## src/rtl/minmax_tracker.sv

```systemverilog
// Signed running min/max/count over a valid/ready packet; one registered result per packet.
// Latency: result valid on the edge that accepts the last beat; one idle cycle after each result handshake.
// Backpressure: in_ready drops while a result waits; it depends on state only, never on out_ready.

// Signed less-than: sign-extend both operands by one bit, subtract, and take the
// sign of the (N+1)-bit difference. The extra bit keeps the difference exact,
// so opposite-sign extremes compare correctly.
module slt #(
    parameter int N = 32
) (
    input  logic [N-1:0] a,
    input  logic [N-1:0] b,
    output logic         lt
);
    logic [N:0] diff;

    assign diff = {a[N-1], a} - {b[N-1], b};
    assign lt   = diff[N];
endmodule

module minmax_tracker #(
    parameter int N       = 32,
    parameter int COUNT_W = 16
) (
    input  logic               clk,
    input  logic               rst,
    input  logic               in_valid,
    output logic               in_ready,
    input  logic [N-1:0]       in_data,
    input  logic               in_last,
    output logic               out_valid,
    input  logic               out_ready,
    output logic [N-1:0]       out_min,
    output logic [N-1:0]       out_max,
    output logic [COUNT_W-1:0] out_count
);
    typedef enum logic [1:0] {
        S_EMPTY  = 2'd0,
        S_ACCUM  = 2'd1,
        S_OUTPUT = 2'd2
    } state_t;

    state_t             state;
    logic               in_ready_q;
    logic               out_valid_q;
    logic [N-1:0]       min_q;
    logic [N-1:0]       max_q;
    logic [COUNT_W-1:0] count_q;

    logic               accept;
    logic               new_is_min;
    logic               new_is_max;
    logic               count_sat;

    // New sample strictly below the running minimum
    slt #(.N(N)) u_slt_min (
        .a  (in_data),
        .b  (min_q),
        .lt (new_is_min)
    );

    // Running maximum strictly below the new sample
    slt #(.N(N)) u_slt_max (
        .a  (max_q),
        .b  (in_data),
        .lt (new_is_max)
    );

    assign accept    = in_valid && in_ready_q;
    assign count_sat = (count_q == {COUNT_W{1'b1}});

    // Packet FSM: accumulator registers double as the result registers
    always_ff @(posedge clk) begin
        if (rst) begin
            state       <= S_EMPTY;
            in_ready_q  <= 1'b1;
            out_valid_q <= 1'b0;
            min_q       <= '0;
            max_q       <= '0;
            count_q     <= '0;
        end else begin
            case (state)
                S_EMPTY: begin
                    if (accept) begin
                        min_q   <= in_data;
                        max_q   <= in_data;
                        count_q <= COUNT_W'(1);
                        if (in_last) begin
                            state       <= S_OUTPUT;
                            in_ready_q  <= 1'b0;
                            out_valid_q <= 1'b1;
                        end else begin
                            state <= S_ACCUM;
                        end
                    end
                end
                S_ACCUM: begin
                    if (accept) begin
                        if (new_is_min) begin
                            min_q <= in_data;
                        end
                        if (new_is_max) begin
                            max_q <= in_data;
                        end
                        if (!count_sat) begin
                            count_q <= count_q + COUNT_W'(1);
                        end
                        if (in_last) begin
                            state       <= S_OUTPUT;
                            in_ready_q  <= 1'b0;
                            out_valid_q <= 1'b1;
                        end
                    end
                end
                S_OUTPUT: begin
                    // Input reopens only the cycle after the result is taken
                    if (out_ready) begin
                        state       <= S_EMPTY;
                        in_ready_q  <= 1'b1;
                        out_valid_q <= 1'b0;
                    end
                end
                default: begin
                    state       <= S_EMPTY;
                    in_ready_q  <= 1'b1;
                    out_valid_q <= 1'b0;
                end
            endcase
        end
    end

    assign in_ready  = in_ready_q;
    assign out_valid = out_valid_q;
    assign out_min   = min_q;
    assign out_max   = max_q;
    assign out_count = count_q;
endmodule

```

## config.mk

```make
export PLATFORM = sky130hd
export DESIGN_NAME = minmax_tracker
export DESIGN_NICKNAME = d
export VERILOG_FILES = /design/src/rtl/minmax_tracker.sv
export SDC_FILE = /design/constraint.sdc
export NUM_CORES = 1
export LEC_CHECK = 0
export BUFFER_PORTS_ARGS = -buffer_cell sky130_fd_sc_hd__buf_2
export CELL_PAD_IN_SITES_DETAIL_PLACEMENT = 1
export CELL_PAD_IN_SITES_GLOBAL_PLACEMENT = 1
export CORE_ASPECT_RATIO = 2
export CORE_MARGIN = 5
export CORE_UTILIZATION = 35
export CTS_CLUSTER_DIAMETER = 150
export DETAILED_ROUTE_END_ITERATION = 12
export GPL_TIMING_DRIVEN = 0
export PLACE_DENSITY_LB_ADDON = 0.1
export SYNTH_ARGS = -nofsm -noshare
export SYNTH_HDL_FRONTEND = slang
export SYNTH_SLANG_ARGS = --single-unit
```

## constraint.sdc

```tcl
create_clock -name clk -period 4.26 [get_ports clk]
set_clock_uncertainty 0.2 [all_clocks]
set_input_delay 0.639 -clock clk [delete_from_list [all_inputs] [get_ports clk]]
set_output_delay 0.639 -clock clk [all_outputs]
set_load 0.02 [all_outputs]
```

# Word-level counts from Yosys, hierarchy flattened

Cells that the tools add are included.

Input bits: 37
Output and inout port bits: 82
Flip-flop bits (word level): 84
Word-level logic and storage cells: 55

Reduce and logical (&&, ||, !) cells: 9
Muxes and demuxes: 25
Equality and inequality tests: 12
$add $sub $neg: 3

Operators with widths:

| kind                                                  | number |
|---|---|
| 2-to-1 mux 32 bit                                     | 5 |
| one-hot mux 32 bit (2 select lines)                   | 2 |
| subtractor 32 x 32 -> 33 bit                          | 2 |
| 2-to-1 mux 16 bit                                     | 3 |
| one-hot mux 16 bit (2 select lines)                   | 1 |
| adder 16 x 1 -> 16 bit, second input constant         | 1 |
| equality test 16 bit, second input constant           | 1 |
| AND reduction 4 bit                                   | 4 |
| 2-to-1 mux 2 bit                                      | 5 |
| inequality test 2 bit, second input constant          | 5 |
| inequality test 2 x 1 -> 1 bit, second input constant | 4 |
| 2-to-1 mux 1 bit                                      | 6 |
| one-hot mux 2 bit (3 select lines)                    | 1 |
| one-hot mux 1 bit (2 select lines)                    | 2 |
| AND reduction 3 bit                                   | 1 |
| equality test 2 x 1 -> 1 bit, second input constant   | 1 |
| equality test 2 bit, second input constant            | 1 |
| zero test 2 bit                                       | 1 |
| nonzero test 2 bit                                    | 1 |
| OR reduction 2 bit                                    | 1 |
| logical AND 1 bit                                     | 1 |

# Logic depth before layout (Yosys ltp)

Depth in word-level cells: 4
Mapped depth: 11
Depth with buffers taken out: 9

# Cells and area by module

Synthesis repeated with hierarchy kept, for this count alone.

Cells, all modules: 633
Area total of the unflattened synthesis: 4884.7 um^2

Modules (own cells, without submodules):

| module         | cells an instance | times used | seq. area each (um^2) | area each (um^2) |
|---|---|---|---|---|
| minmax_tracker | 407               | 1          | 1681.6                | 3300.7 |
| slt            | 113               | 2          | 0.0                   | 792.0 |

# Least setup slack after synthesis

Ideal clock, no wire load.

Kind: input to register
From: in in_data[30]
To: reg min_q[0], in the netlist out_min[0]
Data arrival time: 2.433 ns
Setup slack: 1.499 ns
Cell stages on the path: 10
Cell sequence: ha_1 > and4_1 > a2111oi_0 > o31a_1 > o211a_1 > o311a_1 > buf_6 > buf_6 > mux2i_1 > nor2_1

Longest elaborated chain between the ends: 3

RTL lines:

| what                                            | RTL line | RTL |
|---|---|---|
| from (decl)                                     | 29       | `input logic [N-1:0] in_data,` |
| subtractor 32 x 32 -> 33 bit                    | 17       | `assign diff = {a[N-1], a} - {b[N-1], b};` |
| inequality test 2 x 1 -> 1 bit (no source line) | -        |  |
| AND reduction 4 bit (no source line)            | -        |  |
| to (signal assigned)                            | 85       | `min_q <= in_data;` |
| to (signal assigned)                            | 100      | `min_q <= in_data;` |
| to (decl)                                       | 46       | `logic [N-1:0] min_q;` |

No other way between the ends.
A chain may end at the register's enable or synchronous reset.

# Final worst setup path

From: in in_data[31]
To: reg min_q[2], in the netlist out_min[2]

The elaborated chain is that of the path after synthesis.

==> results by group <==
Setup path
  • Reg2reg start: out_min[31]
  • Crit path DAT: 3080 ps
  • Max incr delay on CP: 520 ps
  • CP Class: in2reg
  • Worst-path maximum fanout: 10
  • Most frequent cell on the critical path: buf_6
  • Critical path required time: 4280 ps
  • Register-to-Register Setup Slack: 1240 ps
  • CP Capture Type: flop
  • Critical path launch point type: primary input
  • Worst-path cell chain: buf_2 > ha_1 > nand2_1 > nor4_1 > a21oi_1 > o211a_1 > o311a_1 > buf_6 > buf_6 > mux2i_1 > nor2_1
  • Reg2Reg Depth: 11
  • Critical path's slowest cell: nor4_1
  • Reg2reg end: out_min[2]

Final layout
  • Design area: 6210 um2
  • Fill cells: 1793
  • Post-Layout Cell Count: 895
  • Antenna cell count: 0
  • Nets: 798
  • Area Growth Syn to Fin: 22.4%
  • Fraction of layout cells with a size suffix above 1: 0.209

Synth
  • Syn Area/Cell: 8.90 um2
  • Ys async rst share: 0
  • Number of synthesized flops with an enable pin: 0
  • Post-synth top flop: dfxtp_1
  • Cells after synthesis: 570
  • Synth Register Bits: 84
  • Total nets after synthesis: 670
  • Distinct cells, synth: 46
  • Syn. warnings: 0
  • Sequential element share of the synthesized area: 0.332
  • Area of the mapped netlist: 5070 um2

Floorplan
  • Starting Density: 0.355
  • I/O Pins: 119
  • Die H: 180 um
  • Die ar.: 17100 um2
  • Std cell rows: 62
  • Die X: 95.1 um
  • Core ar.: 14300 um2

Timing
  • Final Slew Violations: 0
  • RSZ-0062 raised after global routing: no
  • Final worst slack: 1190 ps
  • F_max: 0.326 GHz
  • Final Cycle Share: 0.720
  • Normalized max-slew margin: 0.636
  • Final setup fails: 0
  • Worst-Margin Slew: 532 ps
  • Hold Fails Final Rpt: 0
  • TNS Setup: 0 ps
  • Tmin final: 3070 ps

Place
  • Pre-CTS worst setup slack: 756 ps
  • Placed Cells: 879
  • Gpl congestion: 0.766
  • I/O Buffers: 117
  • Post-DP HPWL: 12.3 mm
  • Placed instance area: 5900 um2

Global route
  • Largest net degree at the start of global routing: 16
  • Total gr overflow: 0
  • Initial antenna violation count: 0
  • Vias in the first global route: 4861
  • First-pass GRT wire length: 24.4 mm
  • Global Route Usage Sum: 0.181

Routing
  • Initial DRC count: 84
  • First-pass DRT Iterations: 4
  • Post-Route WL: 14.8 mm
  • WL/cell: 16.5 um
  • Vias: 4414
  • Via/cell ratio: 4.93
  • Drt drc: 0
  • Antenna viol nets, final: 0

Clock network
  • Post-CTS Hold Buffers: 0
  • CTS tree: built
  • Bufs on Longest Clock Path: 2
  • Setup bufs post-CTS: 0
  • Worst skew pair latency: 340 ps
  • CTS clk-pin slew, worst paths: 70 ps
  • Root Buffer: clkbuf_16
  • Htree depth: 3
  • Cts bufs inserted: 9
  • Cts repair resizes: 0
  • Num Clock Sinks: 84

Pwr
  • Pleak: 0.00302 uW
  • Worst vdd ir: 0.000192 V
  • PwrDens: 356 nW/um2

Min path
  • Hold crit path type: reg2reg
  • Worst hold start: out_max[16]
  • Hold depth: 2
  • WHS Endpoint: out_max[16]

Flow run
  • Number of max-cap violations: 0

Outcome
  • Run status: finished clean
==> cells in the mapped netlist, types with 2 or more instances <==
library cell / n / share of area
o21ai_0: 10 / 0.0099
o21a_1: 3 / 0.0044
xnor2_1: 3 / 0.0052
nand3_1: 10 / 0.0099
nor2_1: 51 / 0.038
o21ai_1: 4 / 0.0039
nand2_1: 24 / 0.018
mux2i_1: 64 / 0.13
clkbuf_1: 12 / 0.0089
a31oi_1: 2 / 0.0025
nor3_1: 5 / 0.0049
and4_1: 3 / 0.0052
nand4_1: 9 / 0.011
xor2_1: 7 / 0.012
a21oi_1: 34 / 0.034
nand2b_1: 68 / 0.084
inv_1: 65 / 0.048
nor2b_1: 3 / 0.0037
a2111oi_0: 2 / 0.0035
a21o_1: 7 / 0.010
a211oi_1: 3 / 0.0044
buf_6: 7 / 0.016
dfxtp_1: 84 / 0.33
or3_1: 5 / 0.0062
and3_1: 2 / 0.0025
ha_1: 63 / 0.16
==> through the flow <==
stage / hold WS, ps / utilization / power (uW)
after floorplan: 284 / - / 1230
after global placement: 263 / 0.413 / 1400
after global routing: 328 / 0.435 / 2340
after CTS: 302 / 0.435 / 2250
final: 299 / 0.435 / 2210
after detailed placement: 293 / 0.413 / 1420
==> flip-flops by register name, summed over array words and instances, names as in the netlist <==
register,cells
out_max,32
out_valid,1
state,2
out_count,16
out_min,32
in_ready,1
==> power by group <==
group,switching [uW],leakage [uW],internal (uW)
clock network,346,0.000153,476
logic,300,0.00218,206
registers,44.9,0.000688,838
total,691,0.00302,1520
==> worst max-delay path, delay by kind of cell <==
family                     cells  cell delay, ps
and+or+nand+nor                3             680
buffers and inverters          3             420
muxes                          1             180
AOI/OAI and AO/OA              3             780
adders and majority gates      1             380
==> worst max path at each step <==
stage	startpoint	slack, ps	to	depth (start not counted)
global placement	in_data[31]	790	out_min[1]	11
floorplan	in_data[30]	1500	out_min[0]	10
CTS	in_data[31]	1130	out_min[2]	11
detailed placement	in_data[31]	760	out_min[2]	11
finish	in_data[31]	1190	out_min[2]	11
global route	in_data[31]	1000	out_min[17]	11
==> cell families (layout without fill, tap and decap cells) <==
| group | Yosys count | count (layout) | share of synthesized area |
|---|---|---|---|
| AOI/OAI and AO/OA | 78 | 78 | 0.101 |
| xor gates and xnor gates | 10 | 10 | 0.0173 |
| adders and majority gates | 63 | 63 | 0.155 |
| buffers and inverters | 85 | 218 | 0.0735 |
| DFF | 84 | 84 | 0.332 |
| muxes | 64 | 64 | 0.126 |
| and+or+nand+nor | 186 | 186 | 0.195 |
==> area by class of cell <==
cell class | instances | area (um2) | share of cell area
Buffer | 20 | 129 | 0.0208
Clock inverter | 6 | 70.1 | 0.0113
Sequential cell | 84 | 1680 | 0.271
Multi-Input combinational cell | 401 | 3020 | 0.486
Clock buffer | 10 | 239 | 0.0385
Tap cell | 192 | 240 | 0.0387
Timing Repair Buffer | 117 | 586 | 0.0943
Inverter | 65 | 244 | 0.0393
==> per-layer routing <==
layer | vias to the layer above | routed length, um | global-route usage
li1 | 2192 | - | -
met1 | 2137 | 5370 | 0.182
met3 | 12 | 577 | 0.0347
met2 | 73 | 8650 | 0.359
met4 | 0 | 198 | 0.0480
met5 | - | 0 | 0
==> layout by cell type (no fill, tap or decap), types with 4 or more instances in the layout <==
cell type    n
o21ai_1      4
xor2_1       7
nand3_1     10
nand2b_1    68
clkbuf_16    9
mux2i_1     64
o21ai_0     10
a21oi_1     34
nor3_1       5
or3_1        5
buf_2      118
dfxtp_1     84
ha_1        63
clkbuf_1    12
a21o_1       7
inv_1       65
nand2_1     24
nor2_1      51
nand4_1      9
buf_6        7
Note: power is estimated with default switching activity, not from simulation.
